### config.mk
export PLATFORM = sky130hd
export DESIGN_NAME = gexor_acc_flat
export DESIGN_NICKNAME = d
export VERILOG_FILES = /design/src/rtl/gexor_acc_if.sv /design/src/rtl/gexor_acc.sv /design/src/flat_wrapper.sv
export SDC_FILE = /design/constraint.sdc
export NUM_CORES = 1
export LEC_CHECK = 0
export ABC_AREA = 1
export CAP_MARGIN = 5
export CORE_UTILIZATION = 50
export DETAILED_ROUTE_END_ITERATION = 8
export PLACE_DENSITY = 0.89
export SLEW_MARGIN = 10
export SYNTH_ARGS = -nofsm -noshare
export SYNTH_HDL_FRONTEND = slang
export SYNTH_SLANG_ARGS = --single-unit
### constraint.sdc
create_clock -name clk -period 2.45 [get_ports clk]
set_input_delay 0.3675 -clock clk [delete_from_list [all_inputs] [get_ports clk]]
set_output_delay 0.3675 -clock clk [all_outputs]
set_load 0.02 [all_outputs]
### src/rtl/gexor_acc_if.sv
// Valid/ready bundle for the frame XOR accumulator: word input side plus result output side.
// The slave modport is the accumulator; the master modport is the source and checker pair.
interface gexor_acc_if #(
    parameter int WIDTH     = 8,
    parameter int MAX_WORDS = 16
);
    localparam int CW = $clog2(MAX_WORDS + 1);

    logic             in_valid;
    logic             in_ready;
    logic [WIDTH-1:0] in_data;
    logic             in_last;
    logic             odd_mode;
    logic             out_valid;
    logic             out_ready;
    logic [WIDTH-1:0] out_word;
    logic             out_bit;
    logic [CW-1:0]    out_count;
    logic             out_trunc;

    modport slave (
        input  in_valid, in_data, in_last, odd_mode, out_ready,
        output in_ready, out_valid, out_word, out_bit, out_count, out_trunc
    );

    modport master (
        output in_valid, in_data, in_last, odd_mode, out_ready,
        input  in_ready, out_valid, out_word, out_bit, out_count, out_trunc
    );
endinterface

### src/rtl/gexor_acc.sv
// Streaming XOR accumulator: folds WIDTH-bit words over a frame and presents the column XOR,
// a parity bit and the frame length, holding the result until the consumer takes it.
module gexor_acc #(
    parameter int WIDTH     = 8,
    parameter int MAX_WORDS = 16
) (
    input  logic        clk,
    input  logic        rst_n,
    gexor_acc_if.slave  bus
);
    localparam int CW = $clog2(MAX_WORDS + 1);

    typedef enum logic {
        ACC,
        HOLD
    } state_e;

    state_e           state_q;
    logic [WIDTH-1:0] acc_q;
    logic [CW-1:0]    cnt_q;
    logic [WIDTH-1:0] word_q;
    logic             bit_q;
    logic [CW-1:0]    count_q;
    logic             trunc_q;

    logic [WIDTH-1:0] acc_d;
    logic [CW-1:0]    cnt_d;
    logic             closeFrame;

    always_comb begin
        acc_d      = acc_q ^ bus.in_data;
        cnt_d      = cnt_q + CW'(1);
        closeFrame = bus.in_last || (cnt_d == CW'(MAX_WORDS));
    end

    // Result registers only change on a closing word, so they keep their values after HOLD ends.
    always_ff @(posedge clk) begin
        if (!rst_n) begin
            state_q <= ACC;
            acc_q   <= '0;
            cnt_q   <= '0;
            word_q  <= '0;
            bit_q   <= 1'b0;
            count_q <= '0;
            trunc_q <= 1'b0;
        end else begin
            case (state_q)
                ACC: begin
                    if (bus.in_valid) begin
                        if (closeFrame) begin
                            word_q  <= acc_d;
                            count_q <= cnt_d;
                            bit_q   <= (^acc_d) ^ bus.odd_mode;
                            trunc_q <= !bus.in_last;
                            acc_q   <= '0;
                            cnt_q   <= '0;
                            state_q <= HOLD;
                        end else begin
                            acc_q <= acc_d;
                            cnt_q <= cnt_d;
                        end
                    end
                end
                HOLD: begin
                    if (bus.out_ready) begin
                        state_q <= ACC;
                    end
                end
                default: state_q <= ACC;
            endcase
        end
    end

    assign bus.in_ready  = (state_q == ACC);
    assign bus.out_valid = (state_q == HOLD);
    assign bus.out_word  = word_q;
    assign bus.out_bit   = bit_q;
    assign bus.out_count = count_q;
    assign bus.out_trunc = trunc_q;
endmodule

### src/flat_wrapper.sv
// flat-port wrapper written by rule: the top's interface ports become plain ports
module gexor_acc_flat 
#(
    parameter int WIDTH     = 8,
    parameter int MAX_WORDS = 16
)
  (clk, rst_n, bus_in_valid, bus_in_data, bus_in_last, bus_odd_mode, bus_out_ready, bus_in_ready, bus_out_valid, bus_out_word, bus_out_bit, bus_out_count, bus_out_trunc);
  gexor_acc_if #(.WIDTH(WIDTH), .MAX_WORDS(MAX_WORDS)) bus_i ();
  input  logic clk;
  input  logic rst_n;
  input wire logic [$bits(bus_i.in_valid)-1:0] bus_in_valid;
  input wire logic [$bits(bus_i.in_data)-1:0] bus_in_data;
  input wire logic [$bits(bus_i.in_last)-1:0] bus_in_last;
  input wire logic [$bits(bus_i.odd_mode)-1:0] bus_odd_mode;
  input wire logic [$bits(bus_i.out_ready)-1:0] bus_out_ready;
  output wire logic [$bits(bus_i.in_ready)-1:0] bus_in_ready;
  output wire logic [$bits(bus_i.out_valid)-1:0] bus_out_valid;
  output wire logic [$bits(bus_i.out_word)-1:0] bus_out_word;
  output wire logic [$bits(bus_i.out_bit)-1:0] bus_out_bit;
  output wire logic [$bits(bus_i.out_count)-1:0] bus_out_count;
  output wire logic [$bits(bus_i.out_trunc)-1:0] bus_out_trunc;
  assign bus_i.in_valid = bus_in_valid;
  assign bus_i.in_data = bus_in_data;
  assign bus_i.in_last = bus_in_last;
  assign bus_i.odd_mode = bus_odd_mode;
  assign bus_i.out_ready = bus_out_ready;
  assign bus_in_ready = bus_i.in_ready;
  assign bus_out_valid = bus_i.out_valid;
  assign bus_out_word = bus_i.out_word;
  assign bus_out_bit = bus_i.out_bit;
  assign bus_out_count = bus_i.out_count;
  assign bus_out_trunc = bus_i.out_trunc;
  gexor_acc #(.WIDTH(WIDTH), .MAX_WORDS(MAX_WORDS)) u_core (.clk(clk), .rst_n(rst_n), .bus(bus_i));
endmodule
==> results of run 1 <==
-- worst max-delay path, delay by kind of cell, from the launching register on --
kind	cells	cell delay, ps
flops	1	410
simple gates	5	540
buf+inv	1	150
compound gates	1	120
xor+xnor	1	190
fa+ha+maj	1	230
-- registers in the layout, summed over array words and instances (netlist names) --
register	flops
u_core.acc_q	8
u_core.bus.out_bit	1
u_core.bus.out_count	5
u_core.bus.out_trunc	1
u_core.bus.out_valid	1
u_core.bus.out_word	8
u_core.cnt_q	5
-- stage by stage --
step	hold WS, ps	area (µm²)	instances
after floorplan	457.9	1454	213
after global placement	459.5	1778	272
after detailed placement	457.6	1778	272
after CTS	471.9	1863	280
after global routing	497.8	1863	280
final	469.8	1863	280
-- area by class of cell --
class / instances / area [µm²]
inverters: 23 / 91.34
flip-flops and latches: 29 / 580.6
well taps: 31 / 38.79
multi-input cells: 156 / 744.5
clock buffers: 7 / 55.05
fillers: 241 / 894.6
repair buffers: 33 / 322.8
clock inverters: 1 / 30.03
-- routing by layer --
metal / track usage (%) / vias to the layer above / part of all wire (%) / wire length (µm)
li1: - / 731 / - / -
met1: 23.05 / 613 / 44 / 1271
met2: 37.52 / 34 / 49 / 1440
met3: 7.907 / 6 / 5.5 / 160
met4: 6.272 / 0 / 1.2 / 36
met5: 0 / - / 0 / 0
-- worst paths after layout --
| kind | startpoint | to | slack, ps | depth (start not counted) |
|---|---|---|---|---|
| hold reg to reg | u_core.bus.out_count[2] | u_core.bus.out_count[2] | 470 | 2 |
| setup / recovery | u_core.cnt_q[0] | u_core.bus.out_count[2] | 740 | 9 |
| setup reg to reg | u_core.cnt_q[0] | u_core.bus.out_count[2] | 740 | 9 |
| hold / removal | u_core.bus.out_count[2] | u_core.bus.out_count[2] | 470 | 2 |
-- logic make-up after synthesis --
logic type               synth area share, %
AO/OA/AOI/OAI                          9.639
XOR/XNOR                               6.540
adder cells (fa/ha/maj)                1.721
buffers and inverters                  8.864
flip-flops                             39.93
AND/OR/NAND/NOR                        33.31
-- placed cells by master (no fill, tap or decap), drive strengths merged, types with 2 or more instances in the layout --
cell type,count
buf,3
ha,2
nor2,17
a21oi,22
nand3,11
xnor2,5
dfxtp,29
inv,23
o21ai,6
clkdlybuf4s50,30
xor2,5
nand2,87
clkbuf,7
-- report_power, final --
part	total, mW	leakage, nW	switching (mW)	internal (mW)
clock network	0.416	0.0455	0.172	0.244
logic	0.201	0.539	0.112	0.0882
registers	0.507	0.236	0.0145	0.492
total	1.12	0.821	0.299	0.824
==> flow_metrics.tcl, run 1 <==
set metrics [dict create \
    wire_per_inst_um 10.39 \
    critical_path.max_fanout 16 \
    num_io_pins 31 \
    first_pass_iters 5 \
    cp.arrival_ps 1980 \
    track_usage_pct 20.98 \
    ys_ff_latch 29 \
    fin_nets 264 \
    ctsResizeCount 0 \
    die_area_um2 3128 \
    synthArstFlopShare_pct 0 \
    clockBufferDepth 2 \
    antenna_found_initial 0 \
    crit_type "reg -> reg" \
    synth_cell_types 19 \
    cts_post_setup_buffers_inserted 0 \
    cts_tree "done" \
    drt_wl_total_um 2910 \
    peakVddDrop_mv 0.5600 \
    hpwl_um 2191 \
    grt_overflow 0 \
    clock_skew_ps 7.950 \
    slowest_stage "dfxtp_1" \
    total_power_mw 1.123 \
    p_per_area_nw_per_um2 602.8 \
    hp-class "reg -> reg" \
    layout_min_cycle_time_ps 1708 \
    slew_viol_final 0 \
    yosysTopAreaCell "dfxtp_1" \
    gp_congestion 0.8144 \
    cp-start-kind "flop" \
    ant_nets 0 \
    dp_slack_ps 700.0 \
    syn2layout_area_growth_pct 28.14 \
    clock_sinks 29 \
    yosys_warnings 0 \
    maxCapViolations 0 \
    rows 19 \
    status "finished clean" \
    fp.dieH_um 55.93 \
    synth_top_area_share_pct 39.93 \
    synth_nets 229 \
    htree_levels 2 \
    syn_area_um2 1454 \
    slowest_delay_ps 410 \
    cts_buffers 5 \
    fin_ws_ps 741.8 \
    drive_above_1_share_pct 6.827 \
    drtIter0Drc 30 \
    start_util_pct 52.72 \
    n_antenna_cell 0 \
    power_leakage_nw 0.8206 \
    grt_max_degree 17 \
    slew_headroom_pct 72.11 \
    die_x_um 55.93 \
    drc_errors 0 \
    tightestPinTransition_ps 417.9 \
    crit_required_ps 2720 \
    synthCells 213 \
    synth_area_leaders "dfxtp_1 (40%), nand2_1 (22%), a21oi_1 (7.6%)" \
    endpoint_kind "flop" \
    ys.flop_type "dfxtp_1" \
    cts.clk_slew.worst_paths_ps 100 \
    synth_edf_count 0 \
    vias_per_cell 4.943 \
    hold_buffers 0 \
    crit_chain "ha_1 -> nand3_2 -> xnor2_2 -> nand3_2 -> nand2_4 -> nand2_4 -> inv_6 -> nand2_1 -> a21oi_1" \
    cts-root-buf "clkbuf_4" \
    synth.most_common_cell "nand2_1" \
    fin_crit_sh_pct 69.72 \
    grt_pass1_wl_um 5092 \
    vias 1384 \
    port_buffers 30 \
    yosysSeqAreaShare_pct 39.93 \
    rsz0062_at_grt "no" \
    fmax_mhz 585.4 \
    finalSetupTns_ps 0 \
    synth_common_cells "nand2_1 (85), dfxtp_1 (29), a21oi_1 (22), inv_1 (22), nor2_1 (16)" \
    fin_util_pct 67.56 \
    hold_viol 0 \
    core-area_um2 2758 \
    grt_pass1_vias 1254 \
    finalSetupViolations 0 \
    clk_latency_ps 340 \
    avgSynthCellArea_um2 6.826 \
]
Power figures use the tool's default switching activity.
==> run 2, diff against run 1 <==
--- a/config.mk
+++ b/config.mk
@@ -7,9 +7,9 @@
 export LEC_CHECK = 0
 export ABC_AREA = 1
 export CAP_MARGIN = 5
-export CORE_UTILIZATION = 50
+export CORE_UTILIZATION = 45
 export DETAILED_ROUTE_END_ITERATION = 8
-export PLACE_DENSITY = 0.89
+export PLACE_DENSITY = 0.85
 export SLEW_MARGIN = 10
 export SYNTH_ARGS = -nofsm -noshare
 export SYNTH_HDL_FRONTEND = slang
==> constraint.sdc (replaced) <==
create_clock -name clk -period 1.5 [get_ports clk]
set_input_delay 0.225 -clock clk [delete_from_list [all_inputs] [get_ports clk]]
set_output_delay 0.225 -clock clk [all_outputs]
set_load 0.02 [all_outputs]
==> run 2 against run 1 <==
Compared with the run above: critical path type unchanged; global-route usage increased by 0.76 points; setup slack worse by 880 ps; the flow now finishes with violations (negative setup slack); clock skew up 4.9 ps; clock power is 8.7% higher; fmax increased by 4.1%; combinational power increased by 120%; register-to-register slack lost 880 ps; count of clock-buffer cells in the layout shrank 1; non-clock buffer count grew 21; die area is 11% higher; routed wire length is 36% higher.
==> flow_metrics.tcl, run 2 (synthesized netlist as in run 1, its figures left out) <==
set metrics [dict create \
    status "complete, but fails checks" \
    violations "negative setup slack" \
    drt_wl_total_um 3954 \
    n_antenna_cell 0 \
    grt_max_degree 14 \
    hpwl_um 2354 \
    cts-root-buf "clkbuf_4" \
    cts_buffers 5 \
    mostFrequentLayoutCell "nand2_1" \
    cp-start-kind "flop" \
    layout_min_cycle_time_ps 1641 \
    wl_met2_um 1922 \
    vias 1542 \
    wire_per_inst_um 12.47 \
    hold_buffers 0 \
    place_area_um2 1947 \
    drtIter0Drc 56 \
    drive_above_1_share_pct 26.74 \
    die_area_um2 3462 \
    worstReg2RegStart "u_core.cnt_q[0]" \
    track_usage_pct 21.74 \
    syn2layout_area_growth_pct 52.15 \
    peakVddDrop_mv 0.6405 \
    htree_levels 2 \
    p_per_area_nw_per_um2 773.9 \
    gp_congestion 0.8555 \
    final_area_um2 2212 \
    core-area_um2 3053 \
    tightestPinTransition_ps 311.3 \
    drc_errors 0 \
    clock_skew_ps 12.84 \
    crit_required_ps 1750 \
    fin_util_pct 72.46 \
    hp-class "reg -> reg" \
    hold_viol 0 \
    power_leakage_nw 1.089 \
    min_from "u_core.bus.out_count[3]" \
    clk_latency_ps 330 \
    whs_ps 467.3 \
    fin_crit_sh_pct 109.4 \
    rsz0062_at_grt "yes" \
    endpoint_kind "flop" \
    first_pass_iters 4 \
    num_io_pins 31 \
    layout_common_cells "nand2_1 (70), dfxtp_1 (26), inv_1 (21), buf_4 (20), nor2_1 (16)" \
    fin_ws_ps -140.9 \
    cts.clk_slew.worst_paths_ps 90 \
    wl_met1_um 1714 \
    crit_type "reg -> reg" \
    grt_overflow 0 \
    clock_sinks 29 \
    critical_path.max_fanout 8 \
    fin_nets 288 \
    antenna_found_initial 0 \
    slew_headroom_pct 79.20 \
    port_buffers 30 \
    grt_pass1_wl_um 5520 \
    grt_pass1_vias 1298 \
    top_layer "met4" \
    wl_met3_um 183 \
    rows 20 \
    fmax_mhz 609.4 \
    startpoint "u_core.cnt_q[0]" \
    cp.arrival_ps 1890 \
    vias_per_cell 4.864 \
    start_util_pct 47.62 \
    die_x_um 58.84 \
    ant_nets 0 \
    clockBufferDepth 2 \
    slew_viol_final 0 \
    maxCapViolations 0 \
    fp.dieH_um 58.84 \
    finalSetupViolations 21 \
    finalSetupTns_ps -1479 \
    cts_tree "done" \
    fillers 244 \
]
==> run 2: cell type report <==
| class | count | area (µm²) | area share, % |
|---|---|---|---|
| Multi-Input combinational cell | 158 | 913.4 | 41.29 |
| Sequential cell | 29 | 589.3 | 26.64 |
| Timing Repair Buffer | 54 | 493.0 | 22.29 |
| Inverter | 23 | 98.84 | 4.468 |
| Tap cell | 44 | 55.05 | 2.489 |
| Clock buffer | 6 | 41.29 | 1.867 |
| Timing Repair inverter | 1 | 11.26 | 0.5091 |
| Clock inverter | 2 | 10.01 | 0.4525 |
==> run 2: per-layer routing <==
layer  GRT usage [%]  up-vias
met3           7.473       15
li1                -      784
met4           10.88        0
met5               0        -
met2           35.23       46
met1           25.51      697
==> run 2: worst max-delay path, cell delays in order (launching register included) <==
cell,delay [ps]
dfxtp_4,370
ha_4,180
xor2_2,150
nor2_1,140
nand3_2,120
nand2_4,180
nand2_8,120
inv_8,100
nor2_1,70
nor2_1,140
==> run 2: per-stage QoR <==
| step | power, mW | instances | worst slack (ps) |
|---|---|---|---|
| floorplan | 1.052 | 213 | -9.801 |
| global placement | 1.209 | 303 | -69.46 |
| detailed placement | 1.218 | 303 | -103.2 |
| CTS | 1.658 | 313 | -42.90 |
| global route | 1.792 | 317 | -193.5 |
| finish | 1.712 | 317 | -140.9 |
==> run 2: power breakdown <==
| group | leakage [nW] | switching (mW) | internal (mW) |
|---|---|---|---|
| registers | 0.239 | 0.0243 | 0.802 |
| logic | 0.819 | 0.247 | 0.187 |
| clock network | 0.0320 | 0.274 | 0.178 |
| total | 1.09 | 0.545 | 1.17 |
==> run 2: repair_timing <==
action	in CTS	in global routing
endpoints found under the setup margin	27	31
cloned	1	2
buffers inserted	1	2
pin swaps	2	14
hold endpoints to repair	0	0
gates resized for setup	15	51
==> run 2: final timing paths <==
path	slack [ps]	endpoint	depth (start not counted)
setup / recovery	-140	u_core.bus.out_word[5]	9
hold / removal	470	u_core.bus.out_count[3]	2
setup reg to reg	-140	u_core.bus.out_word[5]	9
hold reg to reg	470	u_core.bus.out_count[3]	2
==> run 3, diff against run 2 <==
--- a/config.mk
+++ b/config.mk
@@ -7,9 +7,12 @@
 export LEC_CHECK = 0
 export ABC_AREA = 1
 export CAP_MARGIN = 5
-export CORE_UTILIZATION = 45
+export CORE_UTILIZATION = 50
 export DETAILED_ROUTE_END_ITERATION = 8
-export PLACE_DENSITY = 0.85
+export DONT_BUFFER_PORTS = 1
+export GPL_ROUTABILITY_DRIVEN = 0
+export PLACE_DENSITY = 0.78
+export SKIP_CTS_REPAIR_TIMING = 1
 export SLEW_MARGIN = 10
 export SYNTH_ARGS = -nofsm -noshare
 export SYNTH_HDL_FRONTEND = slang
==> run 3 against run 2 <==
Compared with the run above: setup slack better by 64 ps; routed wire length is 17% lower; non-clock buffer count is 43 lower; critical path depth is 1 lower; register-to-register slack better by 60 ps; fmax is 4.0% higher; flip-flop and latch count stayed put; first-iteration DRC count is 34% lower; the run still ends with negative setup slack left; die area is 9.7% lower; cell count is 18% lower; clock skew is 8.1 ps lower; sequential power is 3.6% higher.
==> flow_metrics.tcl, run 3 (synthesized netlist as in run 1, its figures left out) <==
set metrics [dict create \
    start_util_pct 52.72 \
    cts-root-buf "clkbuf_4" \
    total_power_mw 1.686 \
    track_usage_pct 19.36 \
    grt_pass1_vias 1063 \
    vias_per_cell 5.172 \
    violations "negative setup slack" \
    p_sw_share_pct 30.35 \
    drc_errors 0 \
    fp.dieH_um 55.93 \
    hold_viol 0 \
    first_pass_iters 4 \
    maxCapViolations 0 \
    status "complete, but fails checks" \
    slew_viol_final 0 \
    power.switching_uw 511.7 \
    fin_ws_ps -77.24 \
    pwr-share-comb_pct 16.3 \
    p_per_area_nw_per_um2 954.3 \
    place_area_um2 1553 \
    hp-class "in -> reg" \
    mostFrequentLayoutCell "nand2_1" \
    path_buf_inv 0 \
    cp.arrival_ps 1810 \
    slew_headroom_pct 62.25 \
    tightestPinTransition_ps 565.6 \
    cts_buffers 5 \
    drive_above_1_share_pct 21.30 \
    htree_levels 2 \
    peakVddDrop_mv 0.7193 \
    crit_family "simple AND/OR/NAND/NOR gates" \
    final_area_um2 1767 \
    grt_max_degree 17 \
    die_area_um2 3128 \
    layout_common_cells "nand2_1 (81), dfxtp_1 (26), inv_1 (22), nor2_1 (15), a21oi_1 (13)" \
    drt_wl_total_um 3294 \
    grt_overflow 0 \
    die_x_um 55.93 \
    critical_path.max_fanout 8 \
    num_io_pins 31 \
    fin_crit_sh_pct 105.1 \
    wire_per_inst_um 12.62 \
    power_leakage_nw 0.7714 \
    endpoint_kind "flop" \
    fin_nets 245 \
    cts_tree "done" \
    finalSetupTns_ps -1205 \
    cp-start-kind "flop" \
    fmax_mhz 634.0 \
    cts.clk_slew.worst_paths_ps 90 \
    drtIter0Drc 37 \
    grt_pass1_wl_um 4671 \
    layout.cells.non_filler 261 \
    sequentialPowerShare_pct 50.8 \
    ant_nets 0 \
    rsz0062_at_grt "yes" \
    clk_latency_ps 330 \
    slowest_delay_ps 390 \
    crit_type "reg -> reg" \
    p_int_mw 1.174 \
    clockBufferDepth 2 \
    clock_sinks 29 \
    core-area_um2 2758 \
    p_clk_share_pct 32.9 \
    vias 1350 \
    clock_skew_ps 4.776 \
    fin_util_pct 64.07 \
    crit_chain "ha_4 -> nand3_4 -> xnor2_4 -> nand3_2 -> nand2_4 -> nand2_8 -> o21ai_0 -> nor2_1" \
    whs_ps 17.41 \
    layout_min_cycle_time_ps 1577 \
    syn2layout_area_growth_pct 21.51 \
    dpl.cell_count 248 \
    n_antenna_cell 0 \
    hpwl_um 2155 \
    rows 19 \
    dp_slack_ps -116.0 \
    finalSetupViolations 26 \
    slowest_stage "dfxtp_4" \
    antenna_found_initial 0 \
    port_buffers 0 \
    crit_required_ps 1730 \
]
[run 3: cell types whose count changed in the layout (fill, tap and decap cells not counted), moves of 4 or more]
cell             change
buf_4               -10
buf_6                -4
clkdlybuf4s50_1     -13
dlygate4sd2_1       -12
dlymetal6s2s_1       -5
nand2_1             +11
nand2_2              -7
nand2_4              -4
[run 3: final timing paths]
path | cells after the start | end | startpoint | slack [ps]
min | 2 | u_core.bus.out_word[6] | rst_n | 20
max | 8 | u_core.bus.out_word[7] | u_core.cnt_q[0] | -80
max reg2reg | 8 | u_core.bus.out_word[7] | u_core.cnt_q[0] | -80
min reg2reg | 2 | u_core.acc_q[7] | u_core.acc_q[7] | 490
[run 3: area by class of cell]
cell class / count / area (µm²)
clock buffers: 7 / 65.06
clock inverters: 1 / 5.005
fillers: 231 / 991.0
inverters: 23 / 98.84
multi-input cells: 158 / 868.3
flip-flops and latches: 29 / 586.8
well taps: 31 / 38.79
repair buffers: 11 / 95.09
repair inverters: 1 / 8.758
[run 3: power by group through the flow]
stage | clock, mW | combinational (mW) | sequential (mW)
global placement | 0 | 0.227 | 0.874
finish | 0.555 | 0.275 | 0.856
global route | 0.589 | 0.307 | 0.861
detailed placement | 0 | 0.233 | 0.875
floorplan | 0 | 0.183 | 0.870
CTS | 0.557 | 0.233 | 0.856
[run 3: routing by layer]
metal,vias to the layer above,routed length (µm),track usage (%)
met5,-,0,0
met4,0,93,11.50
met3,9,187,5.581
met2,33,1531,27.37
met1,618,1482,26.14
li1,690,-,-
